===== src/rtl/guess_round_controller.sv =====
// rtl/guess_round_controller.sv - round sequencer for the 4-digit ?A?B guess-number game
//
// Collects four validated digits into a guess, hands it to the scorer over a
// req/ack handshake, counts attempts and selects the display source.
// Optional feature: define GUESS_DUP_CHECK_EN to reject digits already in the guess.
//
// Ports:
//   clock, reset            system clock, synchronous active-high reset
//   start_pulse             start / restart a game
//   check_pulse             append a digit, submit a guess or dismiss the result
//   digit_in, digit_valid   current digit and its legality (0..9)
//   score_ack               scorer result valid (level)
//   a_count, b_count        bulls / cows from the scorer
//   secret_load             one-cycle pulse to latch a new secret
//   score_req               guess is stable and must be scored
//   guess, digit_count      entered BCD digits ([15:12] oldest) and their count
//   reject                  one-cycle pulse when a check is refused
//   a_result, b_result      A/B captured at the last ack
//   tries_used              completed attempts this game
//   disp_sel                0 entry, 1 ?A?B, 2 win, 3 lose
//   win, lose               end-of-game levels
module guess_round_controller #(
  parameter int MAX_TRIES   = 8,
  parameter int HOLD_CYCLES = 50_000_000
) (
  input  logic        clock,
  input  logic        reset,
  input  logic        start_pulse,
  input  logic        check_pulse,
  input  logic [3:0]  digit_in,
  input  logic        digit_valid,
  input  logic        score_ack,
  input  logic [2:0]  a_count,
  input  logic [2:0]  b_count,
  output logic        secret_load,
  output logic        score_req,
  output logic [15:0] guess,
  output logic [2:0]  digit_count,
  output logic        reject,
  output logic [2:0]  a_result,
  output logic [2:0]  b_result,
  output logic [3:0]  tries_used,
  output logic [1:0]  disp_sel,
  output logic        win,
  output logic        lose
);

  localparam int HW = $clog2(HOLD_CYCLES + 1);
  localparam logic [HW-1:0] HOLD_LOAD = HW'(HOLD_CYCLES - 1);
  localparam logic [3:0]    TRY_LIMIT = 4'(MAX_TRIES);

  typedef enum logic [2:0] {
    IDLE, ENTRY, SCORE_WAIT, SHOW_AB, WIN, LOSE
  } state_t;

  state_t state_q, state_d;

  logic [HW-1:0] hold_q, hold_d;
  logic [15:0]   guess_d;
  logic [2:0]    digit_count_d, a_result_d, b_result_d;
  logic [3:0]    tries_d, tries_next;
  logic          score_req_d, secret_load_d, reject_d, dup;
  logic [1:0]    disp_sel_d;

  // Newest digit sits in guess[3:0], so the digits entered so far occupy the
  // lowest digit_count nibbles.
  always_comb begin
    dup = 1'b0;
`ifdef GUESS_DUP_CHECK_EN
    for (int i = 0; i < 4; i++) begin
      if (3'(i) < digit_count && guess[i*4 +: 4] == digit_in) dup = 1'b1;
    end
`endif
  end

  always_comb begin
    state_d       = state_q;
    hold_d        = hold_q;
    guess_d       = guess;
    digit_count_d = digit_count;
    a_result_d    = a_result;
    b_result_d    = b_result;
    tries_d       = tries_used;
    score_req_d   = score_req;
    secret_load_d = 1'b0;
    reject_d      = 1'b0;
    tries_next    = tries_used + 4'd1;

    // The handshake is never abandoned, so start is deaf in SCORE_WAIT.
    if (start_pulse && state_q != SCORE_WAIT) begin
      state_d       = ENTRY;
      secret_load_d = 1'b1;
      guess_d       = '0;
      digit_count_d = '0;
      tries_d       = '0;
      a_result_d    = '0;
      b_result_d    = '0;
      score_req_d   = 1'b0;
    end else begin
      case (state_q)
        ENTRY: begin
          if (check_pulse) begin
            if (digit_count == 3'd4) begin
              state_d     = SCORE_WAIT;
              score_req_d = 1'b1;
            end else if (digit_valid && !dup) begin
              guess_d       = {guess[11:0], digit_in};
              digit_count_d = digit_count + 3'd1;
            end else begin
              reject_d = 1'b1;
            end
          end
        end
        SCORE_WAIT: begin
          if (score_ack) begin
            a_result_d  = a_count;
            b_result_d  = b_count;
            tries_d     = tries_next;
            score_req_d = 1'b0;
            if (a_count == 3'd4) begin
              state_d = WIN;
            end else if (tries_next == TRY_LIMIT) begin
              state_d = LOSE;
            end else begin
              state_d = SHOW_AB;
              hold_d  = HOLD_LOAD;
            end
          end
        end
        SHOW_AB: begin
          if (hold_q == '0 || check_pulse) begin
            state_d       = ENTRY;
            guess_d       = '0;
            digit_count_d = '0;
          end else begin
            hold_d = hold_q - 1'b1;
          end
        end
        default: ;
      endcase
    end

    case (state_d)
      SHOW_AB: disp_sel_d = 2'd1;
      WIN:     disp_sel_d = 2'd2;
      LOSE:    disp_sel_d = 2'd3;
      default: disp_sel_d = 2'd0;
    endcase
  end

  always_ff @(posedge clock) begin
    if (reset) begin
      state_q     <= IDLE;
      hold_q      <= '0;
      guess       <= '0;
      digit_count <= '0;
      a_result    <= '0;
      b_result    <= '0;
      tries_used  <= '0;
      score_req   <= 1'b0;
      secret_load <= 1'b0;
      reject      <= 1'b0;
      disp_sel    <= 2'd0;
      win         <= 1'b0;
      lose        <= 1'b0;
    end else begin
      state_q     <= state_d;
      hold_q      <= hold_d;
      guess       <= guess_d;
      digit_count <= digit_count_d;
      a_result    <= a_result_d;
      b_result    <= b_result_d;
      tries_used  <= tries_d;
      score_req   <= score_req_d;
      secret_load <= secret_load_d;
      reject      <= reject_d;
      disp_sel    <= disp_sel_d;
      win         <= (state_d == WIN);
      lose        <= (state_d == LOSE);
    end
  end

endmodule


===== config.mk =====
export PLATFORM = sky130hd
export DESIGN_NAME = guess_round_controller
export DESIGN_NICKNAME = d
export VERILOG_FILES = /design/src/rtl/guess_round_controller.sv
export SDC_FILE = /design/constraint.sdc
export NUM_CORES = 1
export LEC_CHECK = 0
export CORE_MARGIN = 5
export CORE_UTILIZATION = 47
export DETAILED_ROUTE_END_ITERATION = 7
export PLACE_DENSITY = 0.75
export SETUP_SLACK_MARGIN = 0.2
export SYNTH_ARGS = -nofsm -noshare
export SYNTH_HDL_FRONTEND = slang
export SYNTH_SLANG_ARGS = --single-unit

===== constraint.sdc =====
create_clock -name clock -period 2.6 [get_ports clock]
set_clock_uncertainty 0.1 [all_clocks]
set_input_delay 0.52 -clock clock [delete_from_list [all_inputs] [get_ports clock]]
set_output_delay 0.52 -clock clock [all_outputs]
set_load 0.01 [all_outputs]

* After elaboration in Yosys (flattened, before gate mapping) *
Index checks and enable logic that the tools add are counted.

operators by class
  equal/unequal tests = 19
  mux-type cells = 30
  bitwise gates (word level) = 3
  reduce and logical (&&, ||, !) cells = 12
  add/subtract/negate cells = 3

operators with widths
  cell                     number
  $mux W26                 4
  $mux W16                 4
  $pmux W26 S2             1
  $mux W3                  11
  $pmux W16 S2             1
  $logic_not A26 Y1        1
  $sub A26 B1 Y26 const B  1
  $ne A2 B2 Y1 const B     9
  $eq A3 B3 Y1 const B     4
  $eq A3 B2 Y1 const B     3
  $pmux W3 S3              1
  $pmux W2 S3              1
  $pmux W3 S2              1
  $reduce_and A6 Y1        1
  $reduce_bool A2 Y1       3
  $mux W1                  5
  $reduce_and A5 Y1        1
  $reduce_or A5 Y1         1
  $add A4 B1 Y4 const B    1
  $eq A4 B4 Y1 const B     1
  $reduce_and A4 Y1        1
  $add A3 B1 Y3 const B    1
  $eq A3 B1 Y1 const B     1
  $ne A3 B2 Y1 const B     1
  6 further kinds          8

word-level totals
  bits in registers = 65
  output and inout bits = 36

* Longest topological paths before layout *
Gate-level depths: netlist (run 1).

  word-level depth = 9
  depth in mapped cells = 10
  gate-level depth less buffers = 8

* Least setup slack after synthesis (run 1) *
Ideal clock, no wire load.

  kind = reg-to-reg
  start point = register hold_q[0]
  end point = register hold_q[20]
  cell stages (with the launch flop) = 11
  period minus slack after synthesis = 2.470 ns
  data arrival time = 2.238 ns
  data required time = 2.368 ns
  setup slack = 0.130 ns
  path through = dfxtp_1 > inv_1 > ha_1 > or4b_4 > or4bb_1 > nor3_2 > buf_4 > buf_6 > nor3_1 > xnor2_1 > a21oi_1

between the ends
  cells in the longest elaborated chain, start to end = 4
  elaborated cells between the ends (all ways) = 7

RTL lines
  item                                                     line  RTL
  from (decl)                                              58    logic [HW-1:0] hold_q, hold_d;
  from (signal assigned)                                   168   hold_q <= hold_d;
  branches (longest 4 deep; another with $sub A26 B1 Y26)  -

Parallel ways; which one is timed is not known. The select of a mux whose other input is x is not followed.
A chain may end at the register's enable or synchronous reset.

* Final worst setup path (run 1) *
Ends and elaborated chain as after synthesis.

==> impl_results.md, run 1 <==
- Status: finished clean
- Switching share of power: 0.2260
- Clock slew at reported path FFs: 70 ps
- Vias in the first global route: 2728
- Yosys Warn Count: 0
- Total congestion overflow: 0
- # DRC: 0
- Post-CTS Hold Fix Bufs: 0
- Clock Latency Late Sink: 340 ps
- CP max FO: 5
- Seq/Total Area, Yosys: 0.4348
- CTS root buffer: clkbuf_8
- TritonRoute pass-1 iters: 4
- Worst R2R Start: hold_q[0]$_SDFFE_PP0P_
- First-pass GRT wire length: 12.34 mm
- WHS Path Cells: 2
- Setup TNS: 0 ps
- Initial Util: 0.4768
- # fillers: 505
- FFs w/ async S/R, synth: 0
- Max Root-Sink Buffers: 2
- DIE HEIGHT: 89.80 um
- Synth unique cells: 55
- Worst slack, placed: -12.37 ps
- R2r endpoint: hold_q[20]$_SDFFE_PP0P_
- Total CTS buffers: 9
- Synthesized area: 2993 um^2
- Pint: 1515 uW
- RSZ-0062 raised after global routing: true
- Finished Core Util: 0.6488
- # rows: 29
- CP arrival: 2690 ps
- Area Growth Syn to Fin: 36.08%
- Vias per cell: 5.431
- Pwr Density: 480.7 nW/um^2
- Die area: 8064 um^2
- Combinational Power Share: 0.046
- Hold Fails Final Rpt: 0
- Initial antenna violation count: 0
- Clk sink count: 65
- Reg2Reg Setup Slack: 80 ps
- Tot GR Track Use: 0.1836
- Buffers added on ports: 51
- Post-DR wirelength/cell: 14.71 um
- Share of layout cells above drive strength 1: 0.2039
- Worst Hold End: b_result[0]$_SDFFE_PP0P_
- Hold Startpoint: b_result[0]$_SDFFE_PP0P_
- Iter 0 DRT Violations: 114
- H-tree depth: 3
- CP required: 2770 ps
- Post-route ant nets: 0
- Number of synthesized flops with an enable pin: 0
- Leak: 0.001566 uW
- Tcrit/Tclk final: 0.9675
- Clock share of power: 0.443
- Worst IR drop on VDD: 0.4748 mV
- CTS tree: built
- Via count: 2656
- I/O pin count: 52
- Max Clk Rate: 0.3975 GHz
- Max-slew violations: 0
- Slew headroom: 0.6056
- Worst Max-Slew Pin Slew: 590.3 ps
- # setup viols final: 0
- P_sw: 442.5 uW
- Register bit total from synthesis: 65
- Syn Nets: 351
- CP Launch Type: flop
- Mapped Cells: 331
- Reg2Reg Depth: 10
- Max Cap Viol: 0
- Final worst setup slack: 84.58 ps
- Crit path kind: reg2reg
- Crit path time final: 2515 ps
- Sequential Power Share: 0.511
- Most used DFF post-synth: dfxtp_1
- Nets: 427
- RePlAce Congestion: 0.9054
- Post-DP HPWL: 5.036 mm
- Die Width: 89.80 um
- Nature of the critical path endpoint: flop
- # diodes: 0
- Core Region: 6277 um^2
- Maximum number of pins on one net before global-route repair: 22
- Tightest Hold Check Type: reg2reg
- Avg Cell Area, Syn: 9.042 um^2
- Final wirelength: 7.191 mm
==> per-stage QoR <==
stage / instance area (um^2) / cells / power, uW / hold slack, ps
5_1_grt: 4073 / 489 / 2039 / 380.6
2_1_floorplan: 3015 / 331 / 1067 / 336.1
4_1_cts: 3979 / 487 / 1978 / 355.0
3_5_place_dp: 3697 / 464 / 1111 / 348.2
6_report: 4073 / 489 / 1958 / 354.7
3_3_place_gp: 3697 / 464 / 1109 / 342.2
==> critical path: stages (launching register included) <==
cell and delay (ps):
dfxtp_2 320, inv_2 60, ha_4 130, or4b_4 470, or4bb_4 590, nor3_4 180
buf_4 160, buf_6 110, nor3_1 60, xnor2_1 130, a21oi_1 150
==> worst max-delay path by stage <==
stage          slack, ps              startpoint                      end  cells past startpoint
2_1_floorplan        170  hold_q[0]$_SDFFE_PP0P_  hold_q[20]$_SDFFE_PP0P_                     10
3_3_place_gp          60               score_ack  hold_q[24]$_SDFFE_PP0P_                      8
3_5_place_dp         -10               score_ack   hold_q[3]$_SDFFE_PP0P_                      8
4_1_cts              140  hold_q[0]$_SDFFE_PP0P_  hold_q[12]$_SDFFE_PP0P_                     10
5_1_grt              -30  hold_q[0]$_SDFFE_PP0P_   hold_q[3]$_SDFFE_PP0P_                      9
6_report              80  hold_q[0]$_SDFFE_PP0P_  hold_q[20]$_SDFFE_PP0P_                     10
==> power groups by stage <==
stage / Clock, uW / Combinational (uW) / Sequential, uW
2_1_floorplan: 0 / 43.5 / 1020
3_3_place_gp: 0 / 85.6 / 1020
3_5_place_dp: 0 / 86.7 / 1020
4_1_cts: 890 / 87.1 / 1000
5_1_grt: 941 / 97.0 / 1000
6_report: 867 / 89.7 / 1000
==> kinds of logic after synthesis <==
logic type                 share of synthesized area
AOI/OAI and AO/OA                             0.1120
muxes                                        0.05686
adders and majority gates                    0.01672
DFF                                           0.4348
buffers and inverters                        0.05100
xor gates and xnor gates                     0.07316
and+or+nand+nor                               0.2554
==> metal layers <==
layer | track usage | vias up | wire length, um
li1 | - | 1318 | -
met1 | 0.2224 | 1269 | 3256
met2 | 0.2945 | 60 | 3416
met3 | 0.08264 | 9 | 447
met4 | 0.04912 | 0 | 70
met5 | 0 | - | 0
==> cells in the final DEF, fill, tap and decap left out, types with 4 or more instances in the layout <==
| cell type | netlist | layout |
|---|---|---|
| nor3b_1 | 5 | 5 |
| xnor2_1 | 16 | 15 |
| dfxtp_1 | 65 | 62 |
| or3_1 | 4 | 4 |
| nand2_1 | 24 | 24 |
| buf_4 | 1 | 28 |
| nor2_1 | 42 | 41 |
| a21oi_1 | 25 | 25 |
| nand2b_1 | 4 | 4 |
| mux2i_1 | 17 | 15 |
| a31oi_1 | 5 | 5 |
| inv_1 | 8 | 6 |
| nor3_1 | 17 | 16 |
| o21ai_0 | 5 | 4 |
| xor2_1 | 9 | 9 |
| nand4_1 | 4 | 4 |
| clkbuf_8 | 0 | 10 |
| clkdlybuf4s50_1 | 0 | 51 |
==> final cells by class <==
type                       instances  area, um^2  area share
clock buffer                      10       137.6     0.03379
clock inverter                     6       67.56     0.01659
inverter                           8       30.03    0.007373
multi-input combinational        240        1649      0.4049
sequential                        65        1305      0.3204
tap                               77       96.34     0.02366
timing repair buffer              83       787.0      0.1932
==> synth_stat cells, types with 5 or more instances <==
cell type / number / area [um^2]
dfxtp_1: 65 / 1301
nor3b_1: 5 / 37.54
nor4_1: 5 / 31.28
buf_6: 5 / 56.30
a31oi_1: 5 / 31.28
nand2_1: 24 / 90.09
clkbuf_1: 9 / 33.78
xnor2_1: 16 / 140.1
nor2_1: 42 / 157.7
o21ai_0: 5 / 25.02
xor2_1: 9 / 78.83
nor3_1: 17 / 85.08
mux2i_1: 17 / 170.2
inv_1: 8 / 30.03
a21oi_1: 25 / 125.1
==> sequential cells by signal, summed over array words and instances, names as in the netlist <==
register     flops
a_result         3
b_result         3
digit_count      3
disp_sel         2
guess           16
hold_q          26
lose             1
reject           1
score_req        1
secret_load      1
state_q          3
tries_used       4
win              1
==> repair_timing <==
action	in CTS	in global routing
endpoints found under the setup margin	43	44
gates cloned	1	0
pin swaps	3	8
buffers inserted	6	2
gates resized for setup	8	16
Note: power is estimated with default switching activity, not from simulation.
==> inputs of run 2 (changes only) <==
--- a/config.mk
+++ b/config.mk
@@ -13,3 +13,4 @@
 export SYNTH_ARGS = -nofsm -noshare
 export SYNTH_HDL_FRONTEND = slang
 export SYNTH_SLANG_ARGS = --single-unit
+export TNS_END_PERCENT = 10
==> impl_results.md, run 2 (synthesized netlist as in run 1, its figures left out) <==
- Post-DP HPWL: 4.976 mm (was 5.036 mm)
- Total CTS buffers: 9 (unchanged)
- Tot GR Track Use: 0.1777 (was 0.1836)
- M1 GR Usage: 0.2419 (was 0.2224)
- Buffers added on ports: 51 (unchanged)
- Post-DR wirelength/cell: 14.64 um (was 14.71 um)
- Max Root-Sink Buffers: 2 (unchanged)
- Vias per cell: 5.361 (was 5.431)
- Finished Layout Cells: 482 (was 489)
- # setup viols final: 0 (unchanged)
- Slew headroom: 0.5794 (was 0.6056)
- I/O pin count: 52 (unchanged)
- Most frequent cells in the layout: dfxtp_1 (62), clkdlybuf4s50_1 (51), nor2_1 (42), nand2_1 (24), a21oi_1 (24) (was dfxtp_1 (62), clkdlybuf4s50_1 (51), nor2_1 (41), buf_4 (28), a21oi_1 (25))
- DIE HEIGHT: 89.80 um (unchanged)
- Maximum number of pins on one net before global-route repair: 22 (unchanged)
- Max Cap Viol: 0 (unchanged)
- Worst IR drop on VDD: 0.3357 mV (was 0.4748 mV)
- # DRC: 0 (unchanged)
- Max Clk Rate: 0.4006 GHz (was 0.3975 GHz)
- # diodes: 0 (unchanged)
- Critical Path Max Stage Delay: 580 ps (was 590 ps)
- Via count: 2584 (was 2656)
- Crit path time final: 2496 ps (was 2515 ps)
- Top flop regs: hold_q x26, guess x16, tries_used x4 (unchanged)
- RSZ-0062 raised after global routing: true (unchanged)
- Core Region: 6277 um^2 (unchanged)
- Hold Fails Final Rpt: 0 (unchanged)
- Commonest non-fill, non-tap cell in the layout: dfxtp_1 (unchanged)
- Worst Max-Slew Pin Slew: 629.5 ps (was 590.3 ps)
- Total congestion overflow: 0 (unchanged)
- Pwr Density: 492.1 nW/um^2 (was 480.7 nW/um^2)
- Largest Register: hold_q (unchanged)
- Initial Util: 0.4768 (unchanged)
- CP Launch Type: flop (unchanged)
- Clk sink count: 65 (unchanged)
- Slowest CP cell: or4bb_4 (unchanged)
- Final hold slack: 353.8 ps (was 354.7 ps)
- Post-route ant nets: 0 (unchanged)
- Final wirelength: 7.056 mm (was 7.191 mm)
- Status: finished clean (unchanged)
- CP max FO: 5 (unchanged)
- Iter 0 DRT Violations: 135 (was 114)
- Max-slew violations: 0 (unchanged)
- CP required: 2720 ps (was 2770 ps)
- First-pass GRT wire length: 11.92 mm (was 12.34 mm)
- CP arrival: 2610 ps (was 2690 ps)
- CP Cell Sequence: inv_2 > ha_4 > or4b_4 > or4bb_4 > nor3_4 > buf_4 > buf_6 > nor3_1 > xnor2_1 > a21oi_1 (unchanged)
- Crit path kind: reg2reg (unchanged)
- Leak: 0.001550 uW (was 0.001566 uW)
- Nets: 421 (was 427)
- # rows: 29 (unchanged)
- RePlAce Congestion: 0.8297 (was 0.9054)
- Die area: 8064 um^2 (unchanged)
- Initial antenna violation count: 0 (unchanged)
- Clock slew at reported path FFs: 70 ps (about the same)
- M3 GR Usage: 0.05342 (was 0.08264)
- Die Width: 89.80 um (unchanged)
- CTS tree: built (unchanged)
- Gr busiest metal: met2 (unchanged)
- Clock Latency Late Sink: 330 ps (was 340 ps)
- Max FFs per register: 26 (unchanged)
- Area Growth Syn to Fin: 32.07% (was 36.08%)
- Placed cell count: 463 (was 464)
- Nature of the critical path endpoint: flop (unchanged)
- Vias in the first global route: 2538 (was 2728)
- Tightest Hold Check Type: reg2reg (unchanged)
- CTS root buffer: clkbuf_8 (unchanged)
- Tcrit/Tclk final: 0.9601 (was 0.9675)
- H-tree depth: 3 (unchanged)
- Global routing usage on met2: 0.2616 (was 0.2945)
- TritonRoute pass-1 iters: 4 (unchanged)
- Share of layout cells above drive strength 1: 0.1704 (was 0.2039)
run 2: cell types whose count changed in the layout (fill, tap and decap cells not counted), moves of 2 or more:
| cell | before | now |
|---|---|---|
| mux2i_2 | 2 | 0 |
| clkinvlp_4 | 2 | 0 |
| mux2i_1 | 15 | 17 |
| nor3_1 | 16 | 14 |
| buf_4 | 28 | 22 |
| nor3_2 | 0 | 3 |
| clkinv_4 | 2 | 0 |
run 2: final cells by class:
type                    instances  area [um^2]
clock buffers                  12        155.1
clock inverters                 3        40.04
well taps                      77        96.34
multi-input cells             240         1592
inverters                       8        30.03
repair buffers                 77        732.0
flip-flops and latches         65         1308
fillers                       523         2325
run 2: repair_timing:
| action | in CTS | in global routing |
|---|---|---|
| cloned | 1 | 0 |
| endpoints found under the setup margin | 41 | 45 |
| endpoints found under the hold margin | 0 | 0 |
| hold buffers | 0 | 0 |
| pin swaps | 3 | 20 |
| resized for setup | 8 | 3 |
| setup buffers | 2 | 1 |
run 2: power breakdown:
group	leakage, uW	internal [uW]	switching (uW)
clock network	0.000102	487	370
logic	0.000922	46.2	41.2
registers	0.000526	997	3.39
total	0.00155	1530	414
run 2: worst max-delay path: cells and delay by family (launching register included):
family / cells / cell delay (ps)
xor+xnor: 1 / 140
fa+ha+maj: 1 / 130
compound gates: 1 / 80
buf+inv: 3 / 320
flops: 1 / 330
simple gates: 4 / 1280
run 2: layer usage:
layer  routed length, um  vias up
met5                   0        -
met4                  78        0
met3                 416       10
met2                3216       49
met1                3345     1219
li1                    -     1306
run 2: final timing paths:
kind / from / end / slack, ps / cells after the start
max: hold_q[0]$_SDFFE_PP0P_ / hold_q[12]$_SDFFE_PP0P_ / 100 / 10
max reg2reg: hold_q[0]$_SDFFE_PP0P_ / hold_q[12]$_SDFFE_PP0P_ / 100 / 10
min: b_result[2]$_SDFFE_PP0P_ / b_result[2]$_SDFFE_PP0P_ / 350 / 2
min reg2reg: b_result[2]$_SDFFE_PP0P_ / b_result[2]$_SDFFE_PP0P_ / 350 / 2
run 2: per-stage QoR:
step	total power [uW]	util	instance area [um^2]	setup slack [ps]	setup TNS, ps
after global placement	1110	0.5878	3690	-60.77	-196.6
after CTS	1964	0.6261	3930	89.72	0
after floorplan	1067	-	3015	172.3	0
final	1945	0.6297	3953	103.7	0
after detailed placement	1111	0.5878	3690	-114.4	-565.9
after global routing	2016	0.6297	3953	-29.32	-70.14
